### src/rtl/tri_seq_monitor.sv
// Sequence monitor for a 3-bit up/down triangle counter: locks onto the ramp, flags violations, measures periods.
// Optional: define TRI_SEQ_MON_STALL_EN to ignore repeated samples while locked.
module tri_seq_monitor (
    input  logic       clk,
    input  logic       rst,
    input  logic       in_valid,
    input  logic [2:0] in_count,
    output logic       lock,
    output logic       dir,
    output logic       err,
    output logic [7:0] err_count,
    output logic [7:0] period_count,
    output logic [4:0] period_len
);

    typedef enum logic [1:0] {IDLE, ACQUIRE, UP, DOWN} state_t;

    state_t     state, state_nx;
    logic [2:0] prev;
    logic [2:0] exp_val;
    logic [4:0] scnt;
    logic       armed;
    logic       viol, valley, hold, stall_hit;
    logic       take, enter_acq, tracking;
    logic       lock_nx, dir_nx, err_nx;

    function automatic logic [4:0] sat_inc5(input logic [4:0] v);
        return (v == 5'd31) ? v : v + 5'd1;
    endfunction

    function automatic logic [7:0] sat_inc8(input logic [7:0] v);
        return (v == 8'd255) ? v : v + 8'd1;
    endfunction

`ifdef TRI_SEQ_MON_STALL_EN
    assign stall_hit = (in_count == prev);
`else
    assign stall_hit = 1'b0;
`endif

    always_ff @(posedge clk) begin
        if (!rst) state <= IDLE;
        else      state <= state_nx;
    end

    always_comb begin
        state_nx = state;
        exp_val  = prev;
        viol     = 1'b0;
        valley   = 1'b0;
        hold     = 1'b0;
        if (in_valid) begin
            case (state)
                IDLE: state_nx = ACQUIRE;
                ACQUIRE: begin
                    if (prev != 3'd7 && in_count == prev + 3'd1)
                        state_nx = UP;
                    else if (prev != 3'd0 && in_count == prev - 3'd1)
                        state_nx = DOWN;
                end
                UP: begin
                    // Peak: the only legal continuation from 7 is 6, turning the ramp down
                    exp_val = (prev == 3'd7) ? 3'd6 : prev + 3'd1;
                    if (stall_hit)
                        hold = 1'b1;
                    else if (in_count == exp_val)
                        state_nx = (prev == 3'd7) ? DOWN : UP;
                    else begin
                        viol     = 1'b1;
                        state_nx = ACQUIRE;
                    end
                end
                DOWN: begin
                    exp_val = (prev == 3'd0) ? 3'd1 : prev - 3'd1;
                    if (stall_hit)
                        hold = 1'b1;
                    else if (in_count == exp_val) begin
                        valley   = (prev == 3'd0);
                        state_nx = (prev == 3'd0) ? UP : DOWN;
                    end else begin
                        viol     = 1'b1;
                        state_nx = ACQUIRE;
                    end
                end
                default: state_nx = IDLE;
            endcase
        end
    end

    always_comb begin
        lock_nx = (state_nx == UP) || (state_nx == DOWN);
        dir_nx  = (state_nx == UP);
        err_nx  = viol;
    end

    assign take      = in_valid && !hold;
    assign enter_acq = (state_nx == ACQUIRE) && (state != ACQUIRE);
    assign tracking  = (state == UP) || (state == DOWN);

    always_ff @(posedge clk) begin
        if (!rst) begin
            lock         <= 1'b0;
            dir          <= 1'b0;
            err          <= 1'b0;
            err_count    <= 8'd0;
            period_count <= 8'd0;
            period_len   <= 5'd0;
            prev         <= 3'd0;
            scnt         <= 5'd0;
            armed        <= 1'b0;
        end else begin
            lock <= lock_nx;
            dir  <= dir_nx;
            err  <= err_nx;
            if (take)
                prev <= in_count;
            if (viol)
                err_count <= sat_inc8(err_count);
            // A period is only measured between two valleys seen without losing lock
            if (take) begin
                if (enter_acq) begin
                    scnt  <= 5'd0;
                    armed <= 1'b0;
                end else if (valley) begin
                    scnt  <= 5'd1;
                    armed <= 1'b1;
                    if (armed) begin
                        period_count <= period_count + 8'd1;
                        period_len   <= scnt;
                    end
                end else if (tracking) begin
                    scnt <= sat_inc5(scnt);
                end
            end
        end
    end

endmodule
### config.mk
export PLATFORM = sky130hd
export DESIGN_NAME = tri_seq_monitor
export DESIGN_NICKNAME = d
export VERILOG_FILES = /design/src/rtl/tri_seq_monitor.sv
export SDC_FILE = /design/constraint.sdc
export NUM_CORES = 1
export LEC_CHECK = 0
export BUFFER_PORTS_ARGS = -buffer_cell sky130_fd_sc_hd__buf_2
export CAP_MARGIN = 20
export CORE_UTILIZATION = 40
export CTS_CLUSTER_SIZE = 16
export DETAILED_ROUTE_END_ITERATION = 16
export MAX_ROUTING_LAYER = met4
export PLACE_DENSITY_LB_ADDON = 0.08
export SETUP_SLACK_MARGIN = 0.5
export SYNTH_ARGS = -nofsm -noshare
export SYNTH_HDL_FRONTEND = slang
export SYNTH_SLANG_ARGS = --single-unit
### constraint.sdc
create_clock -name clk -period 2.37 [get_ports clk]
set_clock_uncertainty 0.15 [all_clocks]
set_input_delay 0.474 -clock clk [delete_from_list [all_inputs] [get_ports clk]]
set_output_delay 0.474 -clock clk [all_outputs]
set_load 0.01 [all_outputs]
## Word-level counts from Yosys, hierarchy flattened

Index checks and enable logic that the tools add are counted.

| storage, ports and cells | value |
|---|---|
| output and inout port bits | 24 |
| register bits | 35 |
| word-level logic and storage cells | 70 |
| input bits | 6 |

| operators by class | value |
|---|---|
| reductions and logical operators | 14 |
| equal/unequal tests | 16 |
| bitwise logic cells | 2 |
| mux-type cells | 23 |
| $add $sub $neg | 5 |

Operators by type and width:

| cell | number |
|---|---|
| 2-to-1 mux 5 bit | 4 |
| adder 8 x 1 -> 8 bit, second input constant | 2 |
| == test 3 bit | 4 |
| 2-to-1 mux 1 bit | 10 |
| 2-to-1 mux 2 bit | 5 |
| == test 2 bit, second input constant | 4 |
| == test 8 bit, second input constant | 1 |
| one-hot mux 2 bit (4 select lines) | 1 |
| 2-to-1 mux 3 bit | 2 |
| != test 3 bit, second input constant | 2 |
| nonzero test 3 bit | 2 |
| adder 5 x 1 -> 5 bit, second input constant | 1 |
| == test 5 bit, second input constant | 1 |
| == test 2 x 1 -> 1 bit, second input constant | 2 |
| AND reduction 2 bit | 2 |
| AND reduction 4 bit | 1 |
| adder 3 x 1 -> 3 bit, second input constant | 1 |
| == test 3 bit, second input constant | 1 |
| logical AND 1 bit | 3 |
| logical NOT 3 bit | 1 |
| AND reduction 3 bit | 1 |
| subtractor 3 x 1 -> 3 bit, second input constant | 1 |
| logical NOT 2 bit | 1 |
| logical OR 1 bit | 2 |
| 4 further kinds | 5 |

## Longest topological paths before layout

Gate-level depths: netlist (run 1).

| logic depth | value |
|---|---|
| depth after elaboration | 11 |
| depth in mapped cells | 10 |
| depth with buffers taken out | 9 |

## Worst setup path after synthesis (run 1)

Ideal clock, no wire load.

| path | value |
|---|---|
| path type | register -> register |
| from | reg prev[0] |
| to | reg err_count[2] |
| cell stages (with the launch flop) | 10 |
| setup slack | -0.072 ns |
| data arrival time | 2.222 ns |
| cells stage by stage | dfxtp_1 -> inv_1 -> ha_1 -> mux2_4 -> o211a_4 -> o21ai_4 -> o211ai_4 -> buf_2 -> or3_1 -> a21oi_1 |

| between the ends | value |
|---|---|
| cells in the longest elaborated chain, start to end | 7 |
| elaborated cells between the ends (all ways) | 13 |
| classes of those cells | add/sub (2); eq/ne (3); mux (6); reduce/logical (2) |

Ends and longest elaborated chain:

| what | line | RTL |
|---|---|---|
| from (decl) | 19 | `logic [2:0] prev;` |
| from (signal assigned) | 116 | `prev <= in_count;` |
| subtractor 3 x 1 -> 3 bit (tied with other cells) | 74 | `exp_val = (prev == 3'd0) ? 3'd1 : prev - 3'd1;` |
| 2-to-1 mux 3 bit, on equally long branches | 74, 63 |  |
| == test 3 bit, on equally long branches | 77, 66 |  |
| 2-to-1 mux 1 bit, on equally long branches | 77, 66 |  |
| one-hot mux 1 bit (2 select lines) * | 53 | `case (state)` |
| 2-to-1 mux 1 bit * | 52 | `if (in_valid) begin` |
| AND reduction 2 bit (no line) * | -- |  |
| to (signal assigned) | 118 | `err_count <= sat_inc8(err_count);` |
| to (decl) | 11 | `output logic [7:0] err_count,` |

Mark *: on every way between the ends. The rest lies on a longest branch, timed or not.
A chain may end at the register's enable or synchronous reset.

## Worst setup path after layout (run 1)

| path | value |
|---|---|
| from | reg prev[0] |
| to | reg err_count[6] |

The elaborated chain is that of the path after synthesis.

==> metrics.md, run 1 <==
| Metric | Value |
|---|---|
| Num CTS Buffers | `5` |
| Met3 GRT Util | `4.22%` |
| Avg Inst Size Synth | `8.87 sq um` |
| Final period demand of the worst path | `2280 ps` |
| # rows | `24` |
| Maxcap violations | `0` |
| Most frequent cells in the layout | `32 x dfxtp_1, 29 x buf_2, 19 x buf_4` |
| Area Growth Syn to Fin | `40.5%` |
| CTS tree | `built` |
| Vias in the first global route | `between 1,500 and 2,000` |
| Via count | `about 1,800` |
| DRT Pass-1 Iters | `10` |
| Busiest metal layer after global routing | `met2` |
| Worst-path clk slew | `~70 ps` |
| Setup total negative slack | `0 ps` |
| Synthesized cell area | `1920 sq um` |
| Worst Reg-to-Reg Cells | `8` |
| Fmax | `439 MHz` |
| Power share of the combinational group | `19.7%` |
| Register area share after synthesis | `36.6%` |
| Failing checks | `design-rule violations` |
| Clock power share | `32.6%` |
| Synth Area in Compound Gates | `19.5%` |
| Fraction of layout cells with a size suffix above 1 | `43.0%` |
| H-tree Lvls | `2` |
| CTS Root Cell | `clkbuf_8` |
| Max transition margin | `slightly below 60%` |
| Worst skew pair latency | `~280 ps` |
| Slowest CP cell | `or4_4` |
| Synth Area in Simple Gates | `22.5%` |
| Mux contribution to synthesized area | `2.87%` |
| Critical path buffers and inverters | `1` |
| DRC Markers | `2` |
| Ys Warns | `0` |
| Mapped Cells | `216` |
| Crit share post-route | `96.1%` |
| Initial core utilization | `42.8%` |
| Fin. Hold Viols | `0` |
| Unrepaired setup endpoints after global routing | `true` |
| Top fanout value on the critical path | `6` |
| Status | `complete, but fails checks` |
| Final Max Tran Viols | `0` |
| First-pass GRT wire length | `7.79 mm` |
| Max Buffers Root-to-Sink | `2` |
| Final setup vio count | `0` |
| Critical path class | `reg2reg` |
| Area share of fa/ha/maj cells after synthesis | `5.87%` |
| Chip height | `71.2 um` |
| Grt met1 use | `about a quarter` |
| Clk sinks | `35` |
| Tot GR Track Use | `19.8%` |
| Asr flop ratio synth | `0%` |
| Core Area | `4470 sq um` |
| Die Width | `71.2 um` |
| N_diodes | `0` |
| Largest net degree at the start of global routing | `15` |
| Total Wirelength | `4.65 mm` |
| Crit-path cells | `inv_4, ha_4, mux2_4, o211a_4, o21ai_4, o211ai_4, or4_4, a21oi_2` |
| Critical Path RT | `2440 ps` |
| Net Sw Power | `about 350 uW` |
| Leakage power | `a little over 1 nW` |
| VDD IR max | `roughly 380 uV` |
| Final Util | `~60%` |
| Hold path cells | `2` |
| Gr ovfl total | `0` |
| Die area | `5070 sq um` |
| DR WL/cell | `14.3 um` |
| Critical path startpoint category | `register` |
| Via density | `5.55` |
| Sequential power share | `47.7%` |
| HP Class | `reg2reg` |
| Crit path DAT | `2350 ps` |
| Main combinational cell family by area after synthesis | `simple AND/OR/NAND/NOR gates` |
| Switch share | `approximately 28%` |
| Nets | `286` |
| Fillers | `414` |
| Top Family by Delay on Critical Path | `compound AO/OA/AOI/OAI gates` |
| Initial antenna violation count | `0` |
| Final HPWL DP | `roughly 3 mm` |
| Synth Area in XOR/XNOR | `8.36%` |
| Port bufs | `29` |
| Synth Register Bits | `35` |
| R2R Setup Slk | `90 ps` |
| Least-Margin Pin Slew | `roughly 630 ps` |
| I/O pin count | `30` |
| Commonest non-fill, non-tap cell in the layout | `dfxtp_1` |
| Critical Path Stages | `8` |
| EDFF count, synth | `0` |
| Power per cell area | `471 nW/um^2` |
| Netlist cell types | `53` |
| GP Congestion | `0.761` |
| Post-synthesis net count | `about 230` |
| Met2 Usage GRT | `between 30 and 40%` |
| CTS Hold Bufs | `0` |
| DRT iter0 DRCs | `108` |
| Most used DFF post-synth | `dfxtp_1` |
| Detail Route Antenna Nets | `0` |
| Crit path capture type | `register` |
| Int Power | `918 uW` |
| Max incr delay on CP | `~430 ps` |
[area by class of cell]
cell class / instances / area (sq um) / area share (%)
Clock buffer: 7 / 76.3 / 2.83
Clock inverter: 1 / 5.00 / 0.186
Inverter: 14 / 57.6 / 2.14
Multi-Input combinational cell: 161 / 1410 / 52.5
Sequential cell: 35 / 712 / 26.4
Tap cell: 52 / 65.1 / 2.42
Timing Repair Buffer: 54 / 364 / 13.5
[cell families (layout without fill, tap and decap cells)]
kind of cell	Yosys count	in the layout
AO/OA/AOI/OAI	51	52
XOR/XNOR	15	15
adder cells (fa/ha/maj)	9	9
buffers and inverters	21	76
flip-flops	35	35
multiplexers	5	5
AND/OR/NAND/NOR	80	80
[synth_stat cells (3+ instances only)]
cell / instances / area [sq um]
xor2_1: 6 / 52.6
clkbuf_1: 3 / 11.3
inv_1: 14 / 52.6
or3_1: 6 / 37.5
o21ai_0: 9 / 45.0
nand3_1: 18 / 90.1
mux2i_1: 4 / 40.0
nand2_1: 14 / 52.6
a21oi_1: 15 / 75.1
xnor2_1: 6 / 52.6
nor4_1: 3 / 18.8
dfxtp_1: 35 / 701
o21ai_1: 3 / 15.0
nor2_1: 16 / 60.1
nor3_1: 7 / 35.0
ha_1: 9 / 113
[worst reg2reg max path: cells and delay by family, from the launching register on]
family,cells,cell delay [ps]
AND/OR/NAND/NOR,1,430
flip-flops,1,380
buffers and inverters,1,40
multiplexers,1,300
adder cells (fa/ha/maj),1,160
AO/OA/AOI/OAI,4,760
[final timing paths]
check	start	end
worst max-delay path	prev[0]	err_count[6]
worst min-delay path	period_len[3]	period_len[3]
worst max register to register	prev[0]	err_count[6]
worst min register to register	period_len[3]	period_len[3]
[state kept, by name, summed over array words and instances, names as in the netlist]
register / flops
prev: 3
dir: 1
lock: 1
err_count: 8
state: 2
scnt: 5
period_count: 8
err: 1
period_len: 5
armed: 1
[power by group through the flow]
| stage | sequential, mW | combinational [mW] | clock, mW |
|---|---|---|---|
| final | 0.605 | 0.250 | 0.413 |
| after global routing | 0.606 | 0.268 | 0.446 |
| after CTS | 0.605 | 0.238 | 0.423 |
| after detailed placement | 0.617 | 0.180 | 0 |
| after global placement | 0.617 | 0.180 | 0 |
| after floorplan | 0.619 | 0.128 | 0 |
[metal layers]
metal | vias up | share of wire [%]
met5 | - | 0
met4 | 0 | 1.4
met3 | 8 | 3.9
met2 | 43 | 49
met1 | 860 | 46
li1 | 887 | -
[repair_timing]
action	CTS	global route
gates resized for setup	35	19
setup endpoints to repair	32	32
cloned	2	0
pin swaps	21	14
buffers inserted	10	0
[per-stage QoR]
stage	total power [mW]	setup slack, ps	hold WS [ps]	cells	area, sq um
4_1_cts	1.27	86.7	304	324	2610
3_3_place_gp	0.797	33.1	293	304	2240
6_report	1.27	92.3	301	324	2690
5_1_grt	1.32	15.9	327	324	2690
2_1_floorplan	0.747	148	314	216	1960
3_5_place_dp	0.797	-28.2	295	304	2240
(Power assumes the default switching activity.)
==> inputs of run 2 (changes only) <==
- PLACE_DENSITY_LB_ADDON: 0.08 -> not set
- clock period: 2.37 -> 2.6 ns (I/O delays scaled with it)
==> run 2 against run 1 <==
  * The flow still finishes with violations (design-rule violations)
  * Largest power group unchanged
  * Global-route usage hardly changed
  * Highest routed layer unchanged
  * First-iteration DRC count increased by 37%
  * Utilization grew 5.5 points
  * Cell count is 3.4% higher
  * Critical endpoint is now err_count[7]
  * Register-to-register slack improved by 180 ps
  * Sequential cell count is the same
  * Wire length up 14%
  * Critical path depth grew 1
  * Clock power is 24% higher
  * Via count grew 3.0%
==> metrics.md, run 2 (synthesized netlist as in run 1, its figures left out) <==
| Metric | Value |
|---|---|
| Status | `complete, but fails checks` |
| Failing checks | `design-rule violations` |
| Finished Cell Area | `2940 sq um` |
| Worst Reg-to-Reg Cells | `9` |
| N_diodes | `0` |
| H-tree Lvls | `2` |
| Core Area | `4470 sq um` |
| Int Power | `975 uW` |
| Power per cell area | `454 nW/um^2` |
| Worst hold path startpoint | `period_len[1]` |
| Initial core utilization | `approximately 43%` |
| DRT Pass-1 Iters | `10` |
| Largest registers | `err_count (8), period_count (8)` |
| Leakage power | `between 1 and 1.5 nW` |
| Setup total negative slack | `0 ps` |
| HP Class | `reg2reg` |
| Crit share post-route | `89.5%` |
| Least-Margin Pin Slew | `572 ps` |
| Final hold slack | `304 ps` |
| Hold path cells | `2` |
| I/O pin count | `30` |
| Sequential power share | `41.7%` |
| Fillers | `roughly 360` |
| Reg2Reg Launch Point | `prev[1]` |
| Worst-path clk slew | `70 ps` |
| Gr ovfl total | `0` |
| Num CTS Buffers | `5` |
| Crit path DAT | `2370 ps` |
| Total Wirelength | `5.31 mm` |
| Chip height | `71.2 um` |
| DRT iter0 DRCs | `148` |
| Maxcap violations | `0` |
| Max Buffers Root-to-Sink | `2` |
| Area Growth Syn to Fin | `53.3%` |
| Tot GR Track Use | `19.8%` |
| Die area | `5070 sq um` |
| GP Congestion | `0.794` |
| Final period demand of the worst path | `2330 ps` |
| Most frequent cells in the layout | `32 x dfxtp_1, 29 x buf_2, 27 x buf_4` |
| Vias in the first global route | `around 1,600` |
| Fin cells | `335` |
| Net Sw Power | `358 uW` |
| Clk sinks | `35` |
| Critical Path RT | `2640 ps` |
| Placed Area | `2180 sq um` |
| Worst skew pair latency | `300 ps` |
| Power share of the combinational group | `19.8%` |
| Via count | `around 1,900` |
| Final Total Pwr | `1.33 mW` |
| Unrepaired setup endpoints after global routing | `true` |
| Switch share | `26.8%` |
| Clock power share | `38.5%` |
| Fin. Hold Viols | `0` |
| Max transition margin | `61.8%` |
| Largest net degree at the start of global routing | `15` |
| Initial antenna violation count | `0` |
| Die Width | `71.2 um` |
| Fmax | `~430 MHz` |
| DRC Markers | `2` |
| Worst Setup SP | `prev[1]` |
| Top fanout value on the critical path | `6` |
| Via density | `5.53` |
| Crit path capture type | `register` |
| CTS tree | `built` |
| Fraction of layout cells with a size suffix above 1 | `47.3%` |
| Commonest non-fill, non-tap cell in the layout | `dfxtp_1` |
| Detail Route Antenna Nets | `0` |
| DR WL/cell | `approximately 16 um` |
| Port bufs | `29` |
| Critical path class | `reg2reg` |
| Nets | `297` |
| Final setup vio count | `0` |
| Final HPWL DP | `2.82 mm` |
| Critical path startpoint category | `register` |
| # rows | `24` |
| Dpl cells | `297` |
| VDD IR max | `274 uV` |
| Final Max Tran Viols | `0` |
| First-pass GRT wire length | `roughly 7.6 mm` |
| CTS Root Cell | `clkbuf_8` |
==> run 2: cell count changes in the layout (fill, tap and decap cells not counted), sizes merged <==
cell,previous run,this run
buf,54,64
bufinv,0,1
clkbuf,7,6
o211ai,3,4
==> run 2: worst max-delay path, cell delays in order, from the launching register on <==
cell and delay, ps:
dfxtp_4 370, inv_4 70, ha_4 160, mux2_4 310, o211a_4 250, o21ai_4 230, buf_4 180, o211ai_4 120
o31ai_1 280, a21oi_2 90
==> run 2: stage by stage <==
stage	util, %	setup slack, ps
2_1_floorplan	-	378
3_3_place_gp	48.7	206
3_5_place_dp	48.7	165
4_1_cts	58.2	315
5_1_grt	65.7	207
6_report	65.7	274
==> run 2: path summary, 6_finish.rpt <==
| kind | endpoint | slack (ps) |
|---|---|---|
| setup / recovery | err_count[7] | 270 |
| hold / removal | period_len[1] | 300 |
| setup reg to reg | err_count[7] | 270 |
| hold reg to reg | period_len[1] | 300 |
==> run 2: per-layer routing <==
metal  wire length, um  part of all wire (%)  track usage (%)  up-vias
met5                 0                     0                -        -
met4                95                   1.8             8.00        0
met3               232                   4.4             4.36       11
met2              2590                    49             30.6       56
met1              2390                    45             25.2      875
li1                  -                     -                -      910
==> run 2: power groups by stage <==
| stage | clock network, mW | logic [mW] | registers [mW] |
|---|---|---|---|
| after floorplan | 0 | 0.116 | 0.564 |
| after global placement | 0 | 0.148 | 0.565 |
| after detailed placement | 0 | 0.149 | 0.565 |
| after CTS | 0.521 | 0.210 | 0.555 |
| after global routing | 0.545 | 0.279 | 0.556 |
| final | 0.513 | 0.264 | 0.556 |
==> run 2: layout make-up <==
class	instances	area [sq um]	share of cell area (%)
clock buffer	6	82.6	2.81
clock inverter	2	35.0	1.19
inverter	14	57.6	1.96
multi-input combinational	162	1540	52.5
sequential	35	709	24.1
tap	52	65.1	2.21
timing repair buffer	64	447	15.2
==> run 2: timing repair <==
action / in CTS / in global routing
setup endpoints to repair: 27 / 32
setup buffers: 10 / 17
gates cloned: 1 / 2
pin swaps: 21 / 26
hold buffers: 0 / 0
gates resized for setup: 39 / 34
